[src/rtl/fifo_w2n_sync.sv]
// Single-clock wide-to-narrow width-converting FIFO with backpressure, flush and prog_full.
// Define FIFO_W2N_OVF_EN to build the sticky overflow flag; otherwise ovf is tied low.
module fifo_w2n_sync #(
    parameter int DWO        = 4,
    parameter int RATIO      = 4,
    parameter int DEPTH      = 8,
    parameter int PROG_DEPTH = 6,
    parameter int MSB_FIRST  = 1
) (
    input  logic                      clk,
    input  logic                      rstn,
    input  logic                      flush,
    input  logic [DWO*RATIO-1:0]      din,
    input  logic                      din_en,
    output logic                      full,
    output logic                      prog_full,
    output logic [$clog2(DEPTH):0]    level,
    output logic [DWO-1:0]            dout,
    output logic                      dout_en,
    input  logic                      dout_rdy,
    output logic                      ovf
);

    localparam int DWI = DWO * RATIO;
    localparam int AW  = $clog2(DEPTH);
    localparam int LW  = AW + 1;
    localparam int SW  = (RATIO > 1) ? $clog2(RATIO) : 1;

    logic [DWI-1:0] r_mem [DEPTH];
    logic [AW-1:0]  r_wp;
    logic [AW-1:0]  r_rp;
    logic [SW-1:0]  r_sidx;
    logic [LW-1:0]  r_level;

    logic           w_full;
    logic           w_empty;
    logic           w_lastSlice;
    logic           w_wr;
    logic           w_acc;
    logic           w_pop;
    logic [DWI-1:0] w_head;
    logic [SW-1:0]  w_sliceIdx;
    logic [DWO-1:0] w_slices [RATIO];

    assign w_full      = (r_level == LW'(DEPTH));
    assign w_empty     = (r_level == '0);
    assign w_lastSlice = (r_sidx == SW'(RATIO - 1));
    // Flags come from the registered level so a pop cannot free room for a same-cycle write.
    assign w_wr        = din_en && !w_full && !flush;
    assign w_acc       = dout_rdy && !w_empty && !flush;
    assign w_pop       = w_acc && w_lastSlice;

    always_ff @(posedge clk or negedge rstn) begin
        if (!rstn) begin
            for (int i = 0; i < DEPTH; i++) begin
                r_mem[i] <= '0;
            end
        end else if (w_wr) begin
            r_mem[r_wp] <= din;
        end
    end

    always_ff @(posedge clk or negedge rstn) begin
        if (!rstn) begin
            r_wp    <= '0;
            r_rp    <= '0;
            r_sidx  <= '0;
            r_level <= '0;
        end else if (flush) begin
            r_wp    <= '0;
            r_rp    <= '0;
            r_sidx  <= '0;
            r_level <= '0;
        end else begin
            if (w_wr) begin
                r_wp <= r_wp + AW'(1);
            end
            if (w_acc) begin
                if (w_lastSlice) begin
                    r_sidx <= '0;
                    r_rp   <= r_rp + AW'(1);
                end else begin
                    r_sidx <= r_sidx + SW'(1);
                end
            end
            if (w_wr && !w_pop) begin
                r_level <= r_level + LW'(1);
            end else if (!w_wr && w_pop) begin
                r_level <= r_level - LW'(1);
            end
        end
    end

    assign w_head = r_mem[r_rp];

    always_comb begin
        for (int i = 0; i < RATIO; i++) begin
            w_slices[i] = w_head[i*DWO +: DWO];
        end
    end

    generate
        if (MSB_FIRST != 0) begin : g_msbFirst
            assign w_sliceIdx = SW'(RATIO - 1) - r_sidx;
        end else begin : g_lsbFirst
            assign w_sliceIdx = r_sidx;
        end
    endgenerate

    assign dout      = w_slices[w_sliceIdx];
    assign dout_en   = !w_empty;
    assign full      = w_full;
    assign prog_full = (r_level >= LW'(PROG_DEPTH));
    assign level     = r_level;

`ifdef FIFO_W2N_OVF_EN
    logic r_ovf;

    always_ff @(posedge clk or negedge rstn) begin
        if (!rstn) begin
            r_ovf <= 1'b0;
        end else if (flush) begin
            r_ovf <= 1'b0;
        end else if (din_en && w_full) begin
            r_ovf <= 1'b1;
        end
    end

    assign ovf = r_ovf;
`else
    assign ovf = 1'b0;
`endif

endmodule

[config.mk]
export PLATFORM = sky130hd
export DESIGN_NAME = fifo_w2n_sync
export DESIGN_NICKNAME = d
export VERILOG_FILES = /design/src/rtl/fifo_w2n_sync.sv
export SDC_FILE = /design/constraint.sdc
export NUM_CORES = 1
export LEC_CHECK = 0
export ABC_AREA = 0
export BUFFER_PORTS_ARGS = -buffer_cell sky130_fd_sc_hd__buf_4
export CAP_MARGIN = 20
export CORE_MARGIN = 1
export CORE_UTILIZATION = 60
export CTS_CLUSTER_SIZE = 14
export DETAILED_ROUTE_END_ITERATION = 7
export PLACE_DENSITY = 0.85
export SYNTH_ARGS = -nofsm -noshare
export SYNTH_HDL_FRONTEND = slang
export SYNTH_SLANG_ARGS = --single-unit
[constraint.sdc]
create_clock -name clk -period 3.2 [get_ports clk]
set_clock_uncertainty 0.1 [all_clocks]
set_input_delay 0.16 -clock clk [delete_from_list [all_inputs] [get_ports clk]]
set_output_delay 0.16 -clock clk [all_outputs]
set_load 0.03 [all_outputs]
==> results of run 1 <==
[worst max-delay path by stage]
| stage | startpoint | to | cells past startpoint |
|---|---|---|---|
| 2_1_floorplan | level[0]$_DFFE_PN0P_ | r_mem[85]$_DFFE_PN0P_ | 8 |
| 5_1_grt | r_rp[1]$_DFFE_PN0P_ | dout[2] | 5 |
| 3_5_place_dp | level[0]$_DFFE_PN0P_ | level[3]$_DFFE_PN0P_ | 7 |
| 6_report | r_rp[1]$_DFFE_PN0P_ | dout[0] | 5 |
| 4_1_cts | r_rp[1]$_DFFE_PN0P_ | dout[0] | 5 |
| 3_3_place_gp | level[0]$_DFFE_PN0P_ | level[3]$_DFFE_PN0P_ | 7 |
[flip-flops by register name, indices dropped and copies added (netlist names)]
name / count
r_mem: 128
r_wp: 3
level: 4
r_rp: 3
r_sidx: 2
[per-layer routing]
| layer | routed length [um] | part of all wire [%] | vias to the layer above | GRT usage [%] |
|---|---|---|---|---|
| li1 | - | - | 1688 | - |
| met1 | 6130 | 43 | 2107 | 38.5 |
| met2 | 7070 | 50 | 105 | 43.4 |
| met3 | 664 | 4.7 | 17 | 7.02 |
| met4 | 236 | 1.7 | 0 | 9.20 |
| met5 | 0 | 0 | - | 0 |
[through the flow]
step | setup WS [ns] | power, uW | util, % | hold WS [ns] | cells
6_report | 0.169 | 5620 | 72.6 | 0.358 | 628
5_1_grt | 0.0652 | 5860 | 72.6 | 0.365 | 628
4_1_cts | 0.126 | 5630 | 72.3 | 0.281 | 626
3_5_place_dp | 0.554 | 3630 | 64.8 | 0.292 | 573
2_1_floorplan | 0.572 | 3250 | - | -0.236 | 414
3_3_place_gp | 0.612 | 3540 | 64.8 | 0.275 | 573
[cell usage after synthesis (2+ instances only)]
cell and count:
dfrtp_1 140, mux2_2 122, mux4_2 40, mux2_4 10, clkbuf_1 9, nand2_1 8, nor2_1 8, inv_1 6
buf_2 5, buf_4 5, ha_1 5, nand3_1 5, xor2_1 5, o21ai_0 4, a21oi_1 3, buf_1 3
buf_6 3, a2111oi_0 2, a21o_1 2, nand3b_2 2, nor3_1 2, nor3b_1 2, nor3b_4 2, o41ai_1 2
[cells by family (layout without fill, tap and decap cells)]
group | after synthesis | after routing
AND/OR/NAND/NOR | 38 | 38
AO/OA/AOI/OAI | 17 | 17
adder cells (fa/ha/maj) | 6 | 6
other | 1 | 1
multiplexers | 173 | 173
flip-flops | 140 | 140
XOR/XNOR | 6 | 6
buffers and inverters | 33 | 107
[cell type report]
class / instances / area (sq um) / area share [%]
Sequential cell: 140 / 3500 / 44.5
Multi-Input combinational cell: 241 / 2950 / 37.5
Timing Repair Buffer: 68 / 611 / 7.76
Clock buffer: 18 / 428 / 5.44
Tap cell: 140 / 175 / 2.23
Clock inverter: 14 / 169 / 2.15
Inverter: 7 / 28.8 / 0.366
[worst max-delay path, delay by kind of cell (launching register included)]
kind	cells	cell delay, ns
buffers and inverters	2	0.50
muxes	3	1.37
DFF	1	0.36
[power by group through the flow]
stage	clock network, uW	registers (uW)	logic (uW)
floorplan	0	2340	916
finish	1970	2400	1260
CTS	1990	2390	1260
global placement	0	2370	1170
detailed placement	0	2400	1230
global route	2070	2440	1350
==> flow_summary.toml, run 1 <==
[synth]
synth-seq-cells = 140
synth_cells = 414
synth.mux.area_fraction_pct = 36.6
yosys.area_share.adder_pct = 1.24
synth_xor_area_share_pct = 0.791
synth_top_family_by_area = "multiplexers"
synth-main-ff-cell = "dfrtp_1"
synth_simple_gate_area_share_pct = 3.90
netlist-cell-type-count = 43
synth_compound_area_share_pct = 1.83
synth_edf_count = 0
ys_seq_area_share_pct = 52.7
synth-async-reset-ratio_pct = 100
yosysWarnings = 0
syn_avg_cell_area_sq_um = 16.1
synth_top_area_share_pct = 52.7
netlist_area_sq_um = 6650
syn-num-nets = 441
netlist_top_cells_area = "dfrtp_1 53%, mux2_2 21%, mux4_2 14%"
yosysTopAreaCell = "dfrtp_1"

[placement]
port_buffers = 31
gp_congestion = 0.742
hpwl_um = 8200
place_area_sq_um = 7030

[clocking]
cts_resized = 0
clock_latency_ns = 0.53
clock_path_buffers = 2
clk_pin_slew_worst_paths_ns = 0.07
clkSinkCount = 140
cts_tree = "done"
cts_setup_buffers = 0
cts_root_buffer = "clkbuf_8"
cts_buffers = 17
cts_hold_buf = 21
htreeDepth = 4

[worst_setup_path]
worst_r2r_startpoint = "level[0]$_DFFE_PN0P_"
crit_type = "reg -> out"
end_kind = "primary output"
arrival_ns = 2.77
cp_cell_sequence = "buf_4 -> mux4_2 -> mux4_2 -> mux2_2 -> buf_4"
reg2reg_depth = 8
critPathMaxFanout = 17
crit_required_ns = 2.94
reg2reg_slack_ns = 0.50
r2r_end = "level[3]$_DFFE_PN0P_"
critPathMaxStageDelay_ns = 0.58
startpoint_type = "register"
slowest_stage = "mux4_2"

[pwr]
switchingPower_uw = 1510
internal_power_uw = 4110
combPwrFrac_pct = 22.4
p_seq_share_pct = 42.6
switching_share_pct = 26.9
p_leak_uw = 0.00356
ir_drop_uv = 704
p_clk_share_pct = 35.0
power.density_nw_per_um2 = 714

[global_route]
overflow = 0
grt_max_degree = 79
antenna_found_initial = 0
grt_pass1_vias = 4128
grtUsageTotal_pct = 27.8
grt_pass1_wl_um = 22900

[cells_and_area]
design_area_sq_um = 7870
final_common_cell = "dfrtp_1"
fill_cells = 677
area_delta_synth_final_pct = 18.4
n_antenna_cell = 0
layout_common_cells = "139 x dfrtp_1, 122 x mux2_2, 43 x buf_4"
nets = 502
drive_gt1_share_pct = 53.3

[routing]
wirelength_um = 14100
vias_per_cell = 6.24
wire_per_inst_um = 22.5
drtIter0Drc = 185
ant_nets = 0
drtPass1Iterations = 5
vias = 3917
drc = 0

[floorplanning]
die_area_sq_um = 11500
rows = 38
dieHeight_um = 107
core_area_sq_um = 10800
chipWidth_um = 107
pin_count = 33
initial_core_util_pct = 61.3

[sta]
slew_violations = 0
fin_crit_sh_pct = 94.7
fmax_mhz = 330
rsz0062_at_grt = "false"
worst_pin_slew_ns = 0.881
hold_viol_final = 0
fin_setup_tns_ns = 0
period_needed_ns = 3.03
setup_viol = 0
slew_headroom_pct = 40.9

[worst_hold_path]
hold_path.class = "in -> reg"
hp-start = "din[2]"
hold_depth = 3
holdPathEnd = "r_mem[50]$_DFFE_PN0P_"

[run_status]
status = "complete, no violations"

[flow_run]
cap_violations = 0
(Power assumes the default switching activity.)
==> run 2, diff against run 1 <==
- CTS_BUF_LIST: unset -> sky130_fd_sc_hd__clkbuf_16
==> flow_summary.toml, run 2 (synthesis gave the netlist of run 1 again) <==
[cells_and_area]
area_delta_synth_final_pct = 18.0
n_antenna_cell = 0
drive_gt1_share_pct = 53.4
largest-register = "r_mem"
final_common_cell = "dfrtp_1"
largest_reg_flops = 128
nets = 499
layout_common_cells = "139 x dfrtp_1, 122 x mux2_2, 43 x buf_4"

[worst_setup_path]
arrival_ns = 2.66
end_kind = "primary output"
critPathMaxFanout = 17
startpoint_type = "register"
crit_type = "reg -> out"
crit_required_ns = 2.94

[sta]
worst_pin_slew_ns = 0.858
slew_violations = 0
slew_headroom_pct = 42.4
fmax_mhz = 342
period_needed_ns = 2.92
fin_setup_tns_ns = 0
setup_viol = 0
setup_slack_ns = 0.277
rsz0062_at_grt = "false"
hold_viol_final = 0
fin_crit_sh_pct = 91.3

[floorplanning]
dieHeight_um = 107
chipWidth_um = 107
die_area_sq_um = 11500
initial_core_util_pct = 61.3
rows = 38
core_area_sq_um = 10800
pin_count = 33

[worst_hold_path]
hold_path.class = "in -> async"

[clocking]
clock_path_buffers = 2
cts_root_buffer = "clkbuf_16"
cts_resized = 0
clkSinkCount = 140
cts_buffers = 17
clock_latency_ns = 0.42
htreeDepth = 4
cts_tree = "done"
clk_pin_slew_worst_paths_ns = 0.06

[routing]
wire_per_inst_um = 22.3
wirelength_um = 14000
vias_per_cell = 6.14
drc = 0
drtPass1Iterations = 4
vias = 3840
ant_nets = 0
drtIter0Drc = 175

[run_status]
status = "complete, no violations"

[global_route]
grt_pass1_vias = 4120
grtUsageTotal_pct = 27.7
antenna_found_initial = 0
overflow = 0
grt_max_degree = 79
grt_pass1_wl_um = 22900

[flow_run]
cap_violations = 0

[placement]
port_buffers = 31
hpwl_um = 8200
post-place-ws_ns = 0.554
gp_congestion = 0.742

[pwr]
p_leak_uw = 0.00355
ir_drop_uv = 649
total_power_uw = 5630
power.density_nw_per_um2 = 718
run 2: cell types whose count changed in the layout (fill, tap and decap cells not counted), sizes merged:
cell         change
clkbuf           -1
clkinv           +1
dlygate4sd3      -3
run 2: final cells by class:
| class | instances | area [sq um] |
|---|---|---|
| clock inverters | 15 | 173 |
| well taps | 140 | 175 |
| repair buffers | 65 | 581 |
| flip-flops and latches | 140 | 3500 |
| multi-input cells | 241 | 2950 |
| fillers | 676 | 3000 |
| clock buffers | 17 | 425 |
| inverters | 7 | 28.8 |
run 2: stage by stage:
stage	hold WS [ns]	instance area [sq um]	std cells	util, %
3_5_place_dp	0.292	7030	573	64.8
5_1_grt	0.0174	7840	625	72.3
6_report	0.00690	7840	625	72.3
3_3_place_gp	0.275	7030	573	64.8
2_1_floorplan	-0.236	6650	414	-
4_1_cts	0.00753	7810	624	72.1
run 2: what timing repair did:
action / in CTS / in global routing
buffers inserted: 0 / 0
endpoints found under the hold margin: 214 / 0
hold buffers: 19 / 0
run 2: worst paths after layout:
| path | from | end | slack, ns | depth (start not counted) |
|---|---|---|---|---|
| setup / recovery | r_rp[1]$_DFFE_PN0P_ | dout[0] | 0.28 | 5 |
| setup reg to reg | level[0]$_DFFE_PN0P_ | level[3]$_DFFE_PN0P_ | 0.54 | 8 |
| max in group asynchronous | rstn | r_mem[101]$_DFFE_PN0P_ | 2.16 | 4 |
| hold / removal | rstn | r_mem[102]$_DFFE_PN0P_ | 0.007 | 2 |
| min in group clk | dout_rdy | r_sidx[1]$_DFFE_PN0P_ | 0.02 | 4 |
| hold reg to reg | r_mem[5]$_DFFE_PN0P_ | r_mem[5]$_DFFE_PN0P_ | 0.40 | 1 |
run 2: layer usage:
metal	track usage (%)	vias to the layer above	part of all wire (%)
li1	-	1682	-
met1	38.1	2051	45
met2	43.4	88	49
met3	7.20	19	4.2
met4	9.10	0	1.7
met5	0	-	0
run 2: power by group:
part	total [uW]	switching (uW)	leakage (uW)	internal [uW]
sequential	2390	239	0.00184	2150
combinational	1260	511	0.00141	745
clock	1980	758	0.000291	1220
run 2: critical path, stage by stage (launching register included):
cell     delay (ns)
dfrtp_2        0.36
buf_4          0.33
mux4_2         0.58
mux4_2         0.50
mux2_2         0.29
buf_4          0.17
==> run 3, diff against run 2 <==
- HOLD_SLACK_MARGIN: unset -> 0.15
- PLACE_DENSITY: 0.85 -> unset
- PLACE_DENSITY_LB_ADDON: unset -> 0.12
==> flow_summary.toml, run 3 (synthesis gave the netlist of run 1 again) <==
[worst_setup_path]
crit_required_ns = 2.94
reg2reg_depth = 7
crit_type = "reg -> out"
startpoint_type = "register"
critPathMaxFanout = 11
arrival_ns = 2.71
end_kind = "primary output"

[routing]
drtPass1Iterations = 4
routed.top_layer = "met4"
ant_nets = 0
vias_per_cell = 6.04
wire_per_inst_um = 21.8
wl_met3_um = 373
m1WireLength_um = 6210
vias = 3784
drtIter0Drc = 212
wirelength_um = 13600
drc = 0
met2_length_um = 6880

[cells_and_area]
nets = 500
layout_common_cells = "139 x dfrtp_1, 122 x mux2_2, 42 x buf_4"
n_antenna_cell = 0
regArea_sq_um = 3500
final_common_cell = "dfrtp_1"
finalNonFillerCells = 626
drive_gt1_share_pct = 51.4
multi_input_area_sq_um = 2950
fill_cells = 706
area_delta_synth_final_pct = 16.3
largest-register = "r_mem"
largest_reg_flops = 128

[pwr]
p_clk_share_pct = 31.3
internal_power_uw = 3850
power.density_nw_per_um2 = 681
total_power_uw = 5270
p_leak_uw = 0.00351
switching_share_pct = 26.9
ir_drop_uv = 543
p_seq_share_pct = 45.3
switchingPower_uw = 1410
combPwrFrac_pct = 23.3

[floorplanning]
rows = 38
core_area_sq_um = 10800
chipWidth_um = 107
initial_core_util_pct = 61.3
die_area_sq_um = 11500
pin_count = 33
dieHeight_um = 107

[worst_hold_path]
hold_path.class = "in -> async"

[clocking]
cts_resized = 0
cts_setup_buffers = 0
clock_path_buffers = 2
clock_latency_ns = 0.41
clkSinkCount = 140
cts_buffers = 17
cts_hold_buf = 21
cts_root_buffer = "clkbuf_16"
clk_pin_slew_worst_paths_ns = 0.06
cts_tree = "done"
htreeDepth = 4

[sta]
setup_viol = 0
fin_crit_sh_pct = 92.7
rsz0062_at_grt = "false"
fmax_mhz = 337
fin_setup_tns_ns = 0
period_needed_ns = 2.97
worst_pin_slew_ns = 0.877
slew_violations = 0
hold_viol_final = 0
holdWs_ns = 0.244
slew_headroom_pct = 41.2

[global_route]
grtUsageTotal_pct = 27.2
antenna_found_initial = 0
grt_max_degree = 79
overflow = 0
grt_pass1_vias = 4144
grt_pass1_wl_um = 22500

[flow_run]
cap_violations = 0

[placement]
port_buffers = 31
hpwl_um = 8170
post-place-cells = 573
gp_congestion = 0.770

[run_status]
status = "complete, no violations"
==> run 3: cell count changes in the layout (fill, tap and decap cells not counted) <==
cell,change
inv_6,-2
buf_6,+1
bufinv_16,-3
clkinv_1,+4
dlygate4sd3_1,+2
inv_1,+4
buf_16,-1
buf_4,-1
clkinv_4,-3
==> run 3: power by group through the flow <==
stage	Clock (uW)	Sequential [uW]	Combinational (uW)
after global routing	1760	2440	1330
after floorplan	0	2340	916
after CTS	1690	2380	1240
after global placement	0	2380	1180
after detailed placement	0	2400	1220
final	1650	2390	1230
==> run 3: routing by layer <==
layer	track usage, %	vias to the layer above
met4	11.0	0
met1	37.0	2031
met2	43.7	63
met3	4.90	14
met5	0	-
li1	-	1676
==> run 3: metrics by stage <==
stage	worst slack, ns	cell area, sq um	utilization [%]
after floorplan	0.572	6650	-
after global placement	0.595	7030	64.8
after detailed placement	0.524	7030	64.8
after CTS	0.186	7730	71.3
after global routing	0.103	7730	71.3
final	0.234	7730	71.3
==> run 3: final cells by class <==
| cell class | count | share of cell area (%) |
|---|---|---|
| flip-flops and latches | 140 | 45.3 |
| inverters | 7 | 0.372 |
| clock inverters | 15 | 0.890 |
| well taps | 140 | 2.27 |
| multi-input cells | 241 | 38.2 |
| clock buffers | 17 | 5.50 |
| repair buffers | 66 | 7.46 |
==> run 3: worst paths after layout <==
check,to,slack [ns],from
min reg2reg,r_mem[107]$_DFFE_PN0P_,0.40,r_mem[107]$_DFFE_PN0P_
min,r_mem[78]$_DFFE_PN0P_,0.24,rstn
max,dout[1],0.23,r_rp[1]$_DFFE_PN0P_
min in group clk,r_mem[107]$_DFFE_PN0P_,0.40,r_mem[107]$_DFFE_PN0P_
max in group asynchronous,r_mem[24]$_DFFE_PN0P_,1.95,rstn
max reg2reg,level[3]$_DFFE_PN0P_,0.50,level[0]$_DFFE_PN0P_
==> run 3: worst max-delay path, stage by stage (launching register included) <==
cell     delay (ns)
dfrtp_2        0.59
buf_4          0.24
mux4_2         0.51
mux4_2         0.48
mux2_2         0.30
buf_4          0.17
